==> src/rtl/ps2_scanner.sv <==
// ps2_scanner: PS/2 keyboard deserialiser producing toggle-strobed key events
module ps2_scanner #(
    parameter int TIMEOUT = 12000,
    parameter int FILTER  = 4
) (
    input  logic        clock,
    input  logic        reset,
    input  logic        ce,
    input  logic        ps2_kclk,
    input  logic        ps2_kdat,
    output logic [10:0] ps2_key,
    output logic        frame_err
);
    localparam int TW = $clog2(TIMEOUT + 1);

    typedef enum logic [1:0] {IDLE, DATA, PARITY, STOP} state_t;

    state_t            state_q, state_d;
    logic [1:0]        kclk_s_q, kdat_s_q;
    logic [FILTER-1:0] hist_q, hist_d;
    logic              kf_q, kf_d, kprev_q;
    logic [2:0]        cnt_q, cnt_d;
    logic [7:0]        sh_q, sh_d;
    logic              par_q, par_d;
    logic [TW-1:0]     tmo_q, tmo_d;
    logic [2:0]        skip_q, skip_d;
    logic              ext_q, ext_d, rel_q, rel_d;
    logic [10:0]       key_q, key_d;
    logic              err_q, err_d;
    logic              fall, dat, byte_ok, is_resp;

    assign fall      = kprev_q & ~kf_q;
    assign dat       = kdat_s_q[1];
    assign is_resp   = sh_q inside {8'hAA, 8'hFA, 8'hFE, 8'hEE, 8'h00, 8'hFF};
    assign ps2_key   = key_q;
    assign frame_err = err_q;

    // two-flop synchronisers on both raw lines, clocked regardless of ce
    always_ff @(posedge clock or negedge reset) begin
        if (!reset) begin
            kclk_s_q <= 2'b11;
            kdat_s_q <= 2'b11;
        end else begin
            kclk_s_q <= {kclk_s_q[0], ps2_kclk};
            kdat_s_q <= {kdat_s_q[0], ps2_kdat};
        end
    end

    // filtered clock only moves once the whole sample history agrees; lines idle high
    always_comb begin
        hist_d = {hist_q[FILTER-2:0], kclk_s_q[1]};
        kf_d   = (&hist_d) ? 1'b1 : (~|hist_d) ? 1'b0 : kf_q;
    end

    // frame FSM, timeout and prefix decode; the stop-bit fall completes a byte
    always_comb begin
        state_d = state_q;
        cnt_d   = cnt_q;
        sh_d    = sh_q;
        par_d   = par_q;
        tmo_d   = tmo_q;
        skip_d  = skip_q;
        ext_d   = ext_q;
        rel_d   = rel_q;
        key_d   = key_q;
        err_d   = 1'b0;
        byte_ok = 1'b0;
        if (fall) begin
            tmo_d = '0;
            case (state_q)
                IDLE: begin
                    if (!dat) begin
                        state_d = DATA;
                        cnt_d   = 3'd0;
                    end else begin
                        err_d = 1'b1;
                    end
                end
                DATA: begin
                    sh_d    = {dat, sh_q[7:1]};
                    cnt_d   = cnt_q + 3'd1;
                    state_d = (cnt_q == 3'd7) ? PARITY : DATA;
                end
                PARITY: begin
                    par_d   = dat;
                    state_d = STOP;
                end
                default: begin
                    state_d = IDLE;
                    byte_ok = dat & (^{sh_q, par_q});
                    err_d   = ~byte_ok;
                end
            endcase
        end else if (state_q != IDLE) begin
            if (tmo_q == TW'(TIMEOUT - 1)) begin
                state_d = IDLE;
                tmo_d   = '0;
                err_d   = 1'b1;
            end else begin
                tmo_d = tmo_q + TW'(1);
            end
        end
        if (byte_ok) begin
            if (skip_q != 3'd0) begin
                skip_d = skip_q - 3'd1;
            end else if (sh_q == 8'hE0) begin
                ext_d = 1'b1;
            end else if (sh_q == 8'hF0) begin
                rel_d = 1'b1;
            end else if (sh_q == 8'hE1) begin
                skip_d = 3'd7;
                ext_d  = 1'b0;
                rel_d  = 1'b0;
            end else if (!(is_resp && !ext_q && !rel_q)) begin
                key_d = {~key_q[10], ~rel_q, ext_q, sh_q};
                ext_d = 1'b0;
                rel_d = 1'b0;
            end
        end
    end

    // all protocol state advances on ce-qualified edges only
    always_ff @(posedge clock or negedge reset) begin
        if (!reset) begin
            state_q <= IDLE;
            hist_q  <= '1;
            kf_q    <= 1'b1;
            kprev_q <= 1'b1;
            cnt_q   <= '0;
            sh_q    <= '0;
            par_q   <= 1'b0;
            tmo_q   <= '0;
            skip_q  <= '0;
            ext_q   <= 1'b0;
            rel_q   <= 1'b0;
            key_q   <= '0;
            err_q   <= 1'b0;
        end else if (ce) begin
            state_q <= state_d;
            hist_q  <= hist_d;
            kf_q    <= kf_d;
            kprev_q <= kf_q;
            cnt_q   <= cnt_d;
            sh_q    <= sh_d;
            par_q   <= par_d;
            tmo_q   <= tmo_d;
            skip_q  <= skip_d;
            ext_q   <= ext_d;
            rel_q   <= rel_d;
            key_q   <= key_d;
            err_q   <= err_d;
        end
    end
endmodule

==> config.mk <==
export PLATFORM = sky130hd
export DESIGN_NAME = ps2_scanner
export DESIGN_NICKNAME = d
export VERILOG_FILES = /design/src/rtl/ps2_scanner.sv
export SDC_FILE = /design/constraint.sdc
export NUM_CORES = 1
export LEC_CHECK = 0
export BUFFER_PORTS_ARGS = -buffer_cell sky130_fd_sc_hd__buf_2
export CAP_MARGIN = 10
export CORE_UTILIZATION = 65
export DETAILED_ROUTE_END_ITERATION = 8
export PLACE_DENSITY = 0.85
export SETUP_SLACK_MARGIN = 0.3
export SLEW_MARGIN = 25
export SYNTH_ARGS = -nofsm -noshare
export SYNTH_HDL_FRONTEND = slang
export SYNTH_SLANG_ARGS = --single-unit
==> constraint.sdc <==
create_clock -name clock -period 5.6 [get_ports clock]
set_clock_uncertainty 0.2 [all_clocks]
set_input_delay 1.12 -clock clock [delete_from_list [all_inputs] [get_ports clock]]
set_output_delay 1.12 -clock clock [all_outputs]
set_load 0.01 [all_outputs]
# Word level (Yosys, flattened, before mapping)
# Index checks and enable logic that the tools add are counted.
[word_totals]
regBits = 54
inputBits = 5
out_inout_bits = 12
wordCells = 106
[op_classes]
add_sub_neg = 3
n_eq_ne = 20
muxes = 29
n_bitwise = 11
n_reduce_logical = 28
[ops]
columns = ["operator", "n"]
rows = [
  ["8-bit == test, second input constant", 8],
  ["14-bit 2-to-1 mux", 3],
  ["3-bit 2-to-1 mux", 5],
  ["5-bit AND reduction", 3],
  ["14-bit by 1-bit adder with 14-bit output, second input constant", 1],
  ["14-bit == test, second input constant", 1],
  ["1-bit 2-to-1 mux", 13],
  ["4-bit AND reduction", 3],
  ["2-bit 2-to-1 mux", 5],
  ["2-bit inequality test, second input constant", 5],
  ["2-bit nonzero test", 5],
  ["3-bit inequality test, second input constant", 3],
  ["1-bit inverter", 9],
  ["9-bit parity", 1],
  ["8-bit logical NOT", 1],
  ["7-bit AND reduction", 1],
  ["2-bit one-hot mux with 3 select lines", 1],
  ["3-bit one-hot mux with 2 select lines", 1],
  ["3-bit AND reduction", 2],
  ["6-bit nonzero test", 1],
  ["2-bit AND reduction", 2],
  ["4-bit OR reduction", 1],
  ["3-bit by 1-bit adder with 3-bit output, second input constant", 1],
  ["3-bit == test, second input constant", 1],
  ["other kinds (11)", 14],
]

# Logic depth before layout (Yosys ltp)
# Gate-level depths: netlist of run 1.
[depth]
depth_word = 8
ltp_mapped = 8
depth_no_buf = 7

# Worst setup path after synthesis of run 1
# No wires, ideal clock.
[synth_timing]
path_kind = "input port to flip-flop"
from = "in ce"
to = "reg key_q[1], in the netlist ps2_key[1]"
setup_time_ns = 0.125
t_arrival_ns = 2.467
required_time_ns = 5.275
path_slack_ns = 2.808
stages = 6
n_path_buf = 1
path_cell_list = "nand3b_4 > or4_4 > a21oi_1 > nand3_2 > buf_6 > mux2_4"
[synth_via]
elab_chain_cells = 1
[synth_rtl]
columns = ["item", "line", "text"]
rows = [
  ["start, declared", "8", "input logic ce,"],
  ["7-bit AND reduction (no source line)", "-", ""],
  ["end signal, assigned", "150", "key_q <= key_d;"],
  ["end, declared", "28", "logic [10:0] key_q, key_d;"],
]
# No other way between the ends.
# A chain may end at the register's enable or synchronous reset.

# Final worst setup path of run 1
# Ends and elaborated chain as after synthesis.

==> impl_metrics.toml, run 1 <==
[outcome]
status = "finished, final reports clean"

[global_routing]
grt_util_all_layers_pct = 26.8
grtUsageMet3_pct = 5.48
grt_overflow_total = 0
largest_net_degree_at_the_start_of_global_routing = 55
grt-busiest-layer = "met2"
vias_in_the_first_global_route = 1865
initial_antenna_violation_count = 0
grt_pass1_wl_um = 8710
met1_usage_pct = 34.7
grt.met2_usage_pct = 43.8

[critical_path]
regToRegStartpoint = "sh_q[4]$_DFFE_PN0P_"
crit_path_start_kind = "input pin"
path_class = "in2reg"
worstPathRequired_ns = 5.61
r2r_cells = 5
regToRegEndpoint = "ps2_key[1]$_DFFE_PN0P_"
critPathCaptureType = "flop"
critical_path.max_fanout = 14
reg2reg_setup_slack_ns = 2.99
worstSetupEndpoint = "ps2_key[1]$_DFFE_PN0P_"
worst_setup_path_startpoint = "ce"
worstPathArrival_ns = 3.09

[route]
route.vias.total = 1954
wl_per_cell_um = 16.7
initialDrtViolationCount = 137
finalWirelength_um = 5260
route.antenna.remaining_nets = 0
drt_first_pass_iters = 4
drc = 0
viasPerCell = 6.20

[yosys]
distinct_cell_type_count_after_synthesis = 52
asyncSetResetFlopFracSynth_pct = 100
synth_seq_cells = 54
netlist_instances = 248
netlist_area_before_placement_mm2 = 0.00273
yosys_warnings = 0
syn_avg_cell_area_um2 = 11.0
synth_nets = 258
sequential_share_of_the_synthesized_area_pct = 49.9
synth_enable_flop_cells = 0
synthFlopType = "sky130_fd_sc_hd__dfrtp_1"

[hold_path]
worstHoldPathType = "reg2reg"

[timing]
setup_tns_ns = 0
fin_crit_ns = 3.08
slew_violations = 0
grt_setup_unrepaired = "false"
setup_violations = 0
final_min_period_over_clock_period_pct = 55.1
worst_slew_pin_slew_ns = 0.663
slew_headroom_pct = 55.8
final-hold-violation-count = 0
achievable-frequency_mhz = 324

[job]
max_cap_viol_count = 0

[clock_network]
cts-hold-fix-buffers = 0
cts_setup_buffers = 0
clk_pin_slew_worst_paths_ns = 0.11
worst_skew_pair.late_latency_ns = 0.32
number_of_buffers_on_the_longest_clock_path = 2
ctsResizeCount = 0
clock_tree.root_cell = "sky130_fd_sc_hd__clkbuf_8"
numCtsBuffers = 5
numClockSinks = 54
cts.htree.levels = 2
tritoncts = "yes"

[power]
vdd_ir_drop_max_uv = 241
power_per_cell_area_mw_per_mm2 = 290
power.leakage_nw = 1.35

[die]
die_span_in_x_um = 66.8
std_cell_rows = 23
num_io_pins = 17
starting_density_pct = 67.8
die-height_um = 66.8
design.die.area_mm2 = 0.00447
coreArea_mm2 = 0.00403

[cells_and_area]
final_nets = 274
antennaDiodeCount = 0
layout-drive-gt1-share_pct = 25.3
number_of_fill_cells_in_the_layout = 291
finish.cell_count_without_fillers = 315
syn_to_final_growth_pct = 7.19

[place]
place.detailed.hpwl_um = 3620
routability_congestion = 0.839
post-place-cells = 307
io_buffer_count = 16
-- logic make-up (layout without fill, tap and decap cells) --
| group | after synthesis | count (layout) | share of synthesized area, % |
|---|---|---|---|
| adders and majority gates | 5 | 5 | 2.29 |
| AOI/OAI and AO/OA | 55 | 55 | 13.0 |
| and+or+nand+nor | 80 | 80 | 15.8 |
| buffers and inverters | 22 | 39 | 4.26 |
| xor gates and xnor gates | 9 | 9 | 4.40 |
| DFF | 54 | 54 | 49.9 |
| muxes | 23 | 23 | 10.4 |
-- worst min-delay path by stage --
stage | depth (start not counted) | end | start | slack [ns]
global placement | 0 | kclk_s_q[1]$_DFF_PN1_ | kclk_s_q[0]$_DFF_PN1_ | 0.15
global route | 0 | kclk_s_q[1]$_DFF_PN1_ | kclk_s_q[0]$_DFF_PN1_ | 0.16
CTS | 0 | kdat_s_q[1]$_DFF_PN1_ | kdat_s_q[0]$_DFF_PN1_ | 0.16
floorplan | 0 | kclk_s_q[1]$_DFF_PN1_ | kclk_s_q[0]$_DFF_PN1_ | 0.15
finish | 0 | kclk_s_q[1]$_DFF_PN1_ | kclk_s_q[0]$_DFF_PN1_ | 0.16
detailed placement | 0 | kdat_s_q[1]$_DFF_PN1_ | kdat_s_q[0]$_DFF_PN1_ | 0.15
-- power breakdown --
group | leakage [nW] | internal [mW] | switching [mW]
clock | 0.0447 | 0.0904 | 0.134
combinational | 0.608 | 0.0621 | 0.0864
sequential | 0.697 | 0.430 | 0.0473
total | 1.35 | 0.582 | 0.267
-- metrics by stage --
step	power (mW)	setup slack [ns]	cell area [µm²]	util [%]	hold slack, ns
finish	0.849	2.52	2930	72.7	0.155
global route	0.896	2.43	2930	72.7	0.163
CTS	0.855	2.53	2920	72.5	0.163
detailed placement	0.629	2.19	2830	70.2	0.150
global placement	0.621	2.32	2830	70.2	0.147
floorplan	0.588	2.81	2730	-	0.145
-- state kept, by name (all words and copies together) (netlist names) --
signal	count
tmo_q	14
ps2_key	11
sh_q	8
cnt_q	3
hist_q	3
skip_q	3
kclk_s_q	2
kdat_s_q	2
state_q	2
ext_q	1
frame_err	1
kf_q	1
kprev_q	1
par_q	1
rel_q	1
-- cell usage in the layout, fill, tap and decap left out, types with 4 or more instances in the layout --
cell	n
sky130_fd_sc_hd__a21oi_1	9
sky130_fd_sc_hd__buf_2	16
sky130_fd_sc_hd__buf_4	4
sky130_fd_sc_hd__clkbuf_8	5
sky130_fd_sc_hd__dfrtp_1	45
sky130_fd_sc_hd__dfstp_2	9
sky130_fd_sc_hd__ha_1	5
sky130_fd_sc_hd__inv_1	11
sky130_fd_sc_hd__mux2_2	12
sky130_fd_sc_hd__mux2_4	8
sky130_fd_sc_hd__nand2_1	16
sky130_fd_sc_hd__nand3_1	11
sky130_fd_sc_hd__nand4_1	5
sky130_fd_sc_hd__nor2_1	20
sky130_fd_sc_hd__nor3_1	8
sky130_fd_sc_hd__o21ai_0	21
sky130_fd_sc_hd__xnor2_1	4
-- cell usage after synthesis (3+ instances only) --
cell type / n / area, µm²
sky130_fd_sc_hd__inv_1: 11 / 41.3
sky130_fd_sc_hd__dfstp_2: 9 / 236
sky130_fd_sc_hd__mux2_4: 8 / 120
sky130_fd_sc_hd__ha_1: 5 / 62.6
sky130_fd_sc_hd__mux2i_1: 3 / 30.0
sky130_fd_sc_hd__nand4_1: 5 / 31.3
sky130_fd_sc_hd__a21oi_1: 9 / 45.0
sky130_fd_sc_hd__nor2_1: 20 / 75.1
sky130_fd_sc_hd__a22o_1: 3 / 26.3
sky130_fd_sc_hd__nand2_1: 16 / 60.1
sky130_fd_sc_hd__a31oi_1: 3 / 18.8
sky130_fd_sc_hd__o31ai_1: 3 / 22.5
sky130_fd_sc_hd__nand3_1: 11 / 55.1
sky130_fd_sc_hd__o21ai_0: 21 / 105
sky130_fd_sc_hd__mux2_2: 12 / 135
sky130_fd_sc_hd__clkbuf_1: 6 / 22.5
sky130_fd_sc_hd__dfrtp_1: 45 / 1130
sky130_fd_sc_hd__buf_6: 4 / 45.0
sky130_fd_sc_hd__nor3_1: 9 / 45.0
sky130_fd_sc_hd__xnor2_1: 4 / 35.0
-- routing by layer --
layer  share of wire, %  up-vias  wire length (µm)
met5                  0        -                 0
met4                1.8        0                94
met3                3.0        9               159
met2                 50       37              2630
met1                 45      977              2370
li1                   -      931                 -
-- layout make-up --
type	count	area, µm²	share of cell area, %
clock inverters	3	25.0	0.855
clock buffers	5	68.8	2.35
flip-flops and latches	54	1360	46.5
inverters	11	41.3	1.41
multi-input cells	172	1260	42.9
well taps	50	62.6	2.14
repair buffers	20	110	3.76
-- critical path, cell delays in order --
cell,delay (ns)
sky130_fd_sc_hd__buf_2,0.27
sky130_fd_sc_hd__nand3b_4,0.17
sky130_fd_sc_hd__or4_4,0.57
sky130_fd_sc_hd__a21oi_1,0.18
sky130_fd_sc_hd__nand3_2,0.35
sky130_fd_sc_hd__mux2_4,0.42
Note: power is estimated with default switching activity, not from simulation.
==> run 2, diff against run 1 <==
- CORE_UTILIZATION: 65 -> 54
- PLACE_DENSITY: 0.85 -> 0.75
- clock period: 5.6 -> 2.8 ns (I/O delays scaled with it)
==> run 2 against run 1 <==
Compared with the run above:
- sequential share of layout area shrank 0.95 points
- critical path depth shrank 1
- final cell count grew 6.3%
- sequential power grew 99%
==> impl_metrics.toml, run 2 (same netlist as run 1, synthesis figures left out) <==
[outcome]
status = "finished, final reports clean"

[critical_path]
reg2reg_setup_slack_ns = 0.41
worstPathArrival_ns = 2.39
critical_path.max_fanout = 7
crit_path_start_kind = "flop"
critical_path.slowest_cell = "sky130_fd_sc_hd__or4_2"
critical_path.cell_chain = "or4_2, o21ai_0, o2111ai_2, nand3_4, mux2_2"
path_class = "reg2reg"
slowest_delay_ns = 0.68
worstPathRequired_ns = 2.80
critPathCaptureType = "flop"

[route]
drt_first_pass_iters = 4
initialDrtViolationCount = 141
wl_met2_um = 2170
finalWirelength_um = 4920
route.vias.total = 1951
drc = 0
viasPerCell = 5.82
route.antenna.remaining_nets = 0
routed-wl-met3_um = 231
wl_per_cell_um = 14.7
wl_met1_um = 2440
topRoutingLayerUsed = "met4"

[cells_and_area]
antennaDiodeCount = 0
final_nets = 277
layout.cells.most_common = "sky130_fd_sc_hd__dfrtp_1"
mostFrequentLayoutCells = "sky130_fd_sc_hd__dfrtp_1 (43), sky130_fd_sc_hd__o21ai_0 (21), sky130_fd_sc_hd__nor2_1 (20), sky130_fd_sc_hd__nand2_1 (16), sky130_fd_sc_hd__buf_2 (16)"
syn_to_final_growth_pct = 9.62
utilization_pct = 62.6
max_flop_register = "tmo_q"
layout-drive-gt1-share_pct = 27.6
finish.cell_count_without_fillers = 335
largest_register_ff_count = 14

[global_routing]
initial_antenna_violation_count = 0
grt_overflow_total = 0
largest_net_degree_at_the_start_of_global_routing = 38
grt_pass1_wl_um = 8050
grt_util_all_layers_pct = 20.0
vias_in_the_first_global_route = 1707

[timing]
worst_slew_pin_slew_ns = 0.766
setup_tns_ns = 0
grt_setup_unrepaired = "true"
slew_violations = 0
fin_crit_ns = 2.39
final-hold-violation-count = 0
achievable-frequency_mhz = 419
slew_headroom_pct = 48.9
final_min_period_over_clock_period_pct = 85.3
setup_violations = 0
worst_setup_slack_after_layout_ns = 0.412

[power]
power_per_cell_area_mw_per_mm2 = 562
switching_share_pct = 30.9
power.leakage_nw = 1.35
logic_pwr_share_pct = 18.5
power.net_switching_mw = 0.520
pwr-share-seq_pct = 56.5
internal-power_mw = 1.16
power.total_mw = 1.68
vdd_ir_drop_max_uv = 261
clock_power_share_pct = 25.1

[hold_path]
worstHoldPathType = "in2async"

[clock_network]
cts-hold-fix-buffers = 0
cts.htree.levels = 2
worst_skew_pair.late_latency_ns = 0.30
numClockSinks = 54
tritoncts = "yes"
number_of_buffers_on_the_longest_clock_path = 2
clock_tree.root_cell = "sky130_fd_sc_hd__clkbuf_8"
numCtsBuffers = 5
clk_pin_slew_worst_paths_ns = 0.10

[die]
die_span_in_x_um = 73.1
die-height_um = 73.1
num_io_pins = 17
design.die.area_mm2 = 0.00535
starting_density_pct = 57.1
coreArea_mm2 = 0.00479
std_cell_rows = 25

[place]
place_worst_setup_slack_ns = 0.227
post-place-cells = 326
place.detailed.hpwl_um = 3460
io_buffer_count = 16
routability_congestion = 0.896

[job]
max_cap_viol_count = 0
[run 2: worst paths after layout]
kind                                             from                      to  depth (start not counted)
worst max-delay path              sh_q[1]$_DFFE_PN0P_  ps2_key[0]$_DFFE_PN0P_                          5
min in group clock                           ps2_kclk   kclk_s_q[0]$_DFF_PN1_                          1
max in group asynchronous                       reset     sh_q[4]$_DFFE_PN0P_                          2
worst max register to register    sh_q[1]$_DFFE_PN0P_  ps2_key[0]$_DFFE_PN0P_                          5
worst min register to register  kdat_s_q[0]$_DFF_PN1_   kdat_s_q[1]$_DFF_PN1_                          0
worst min-delay path                            reset    cnt_q[0]$_DFFE_PN0P_                          1
[run 2: worst max-delay path, delay by kind of cell, from the launching register on]
| kind | cells | cell delay (ns) |
|---|---|---|
| AND/OR/NAND/NOR | 2 | 0.90 |
| flip-flops | 1 | 0.46 |
| AO/OA/AOI/OAI | 2 | 0.38 |
| multiplexers | 1 | 0.35 |
[run 2: power by group through the flow]
stage	logic (mW)	registers [mW]	clock network, mW
6_report	0.311	0.951	0.422
5_1_grt	0.351	0.967	0.468
4_1_cts	0.302	0.950	0.435
3_5_place_dp	0.292	0.966	0
3_3_place_gp	0.290	0.963	0
2_1_floorplan	0.246	0.931	0
[run 2: final cells by class]
| class | count | area (µm²) |
|---|---|---|
| Clock buffer | 6 | 72.6 |
| Timing Repair Buffer | 22 | 125 |
| Fill cell | 378 | 1790 |
| Inverter | 11 | 41.3 |
| Multi-Input combinational cell | 173 | 1290 |
| Tap cell | 67 | 83.8 |
| Sequential cell | 54 | 1370 |
| Clock inverter | 2 | 15.0 |
[run 2: metrics by stage]
step,instance area (µm²),hold slack (ns)
after floorplan,2730,0.0644
after global placement,2870,0.145
after detailed placement,2870,0.147
after CTS,2970,0.138
after global routing,2990,0.132
final,2990,0.119
[run 2: what timing repair did]
item / 4_1_cts / 5_1_grt
endpoints found under the setup margin: 10 / 10
gates resized for setup: 2 / 5
pin swaps: 0 / 1
gates cloned: 0 / 1
hold endpoints to repair: 0 / 0
buffers inserted: 0 / 0
[run 2: routing by layer]
layer,up-vias,GRT usage [%]
met2,63,27.8
li1,947,-
met1,935,30.1
met5,-,0
met3,6,2.90
met4,0,10.0
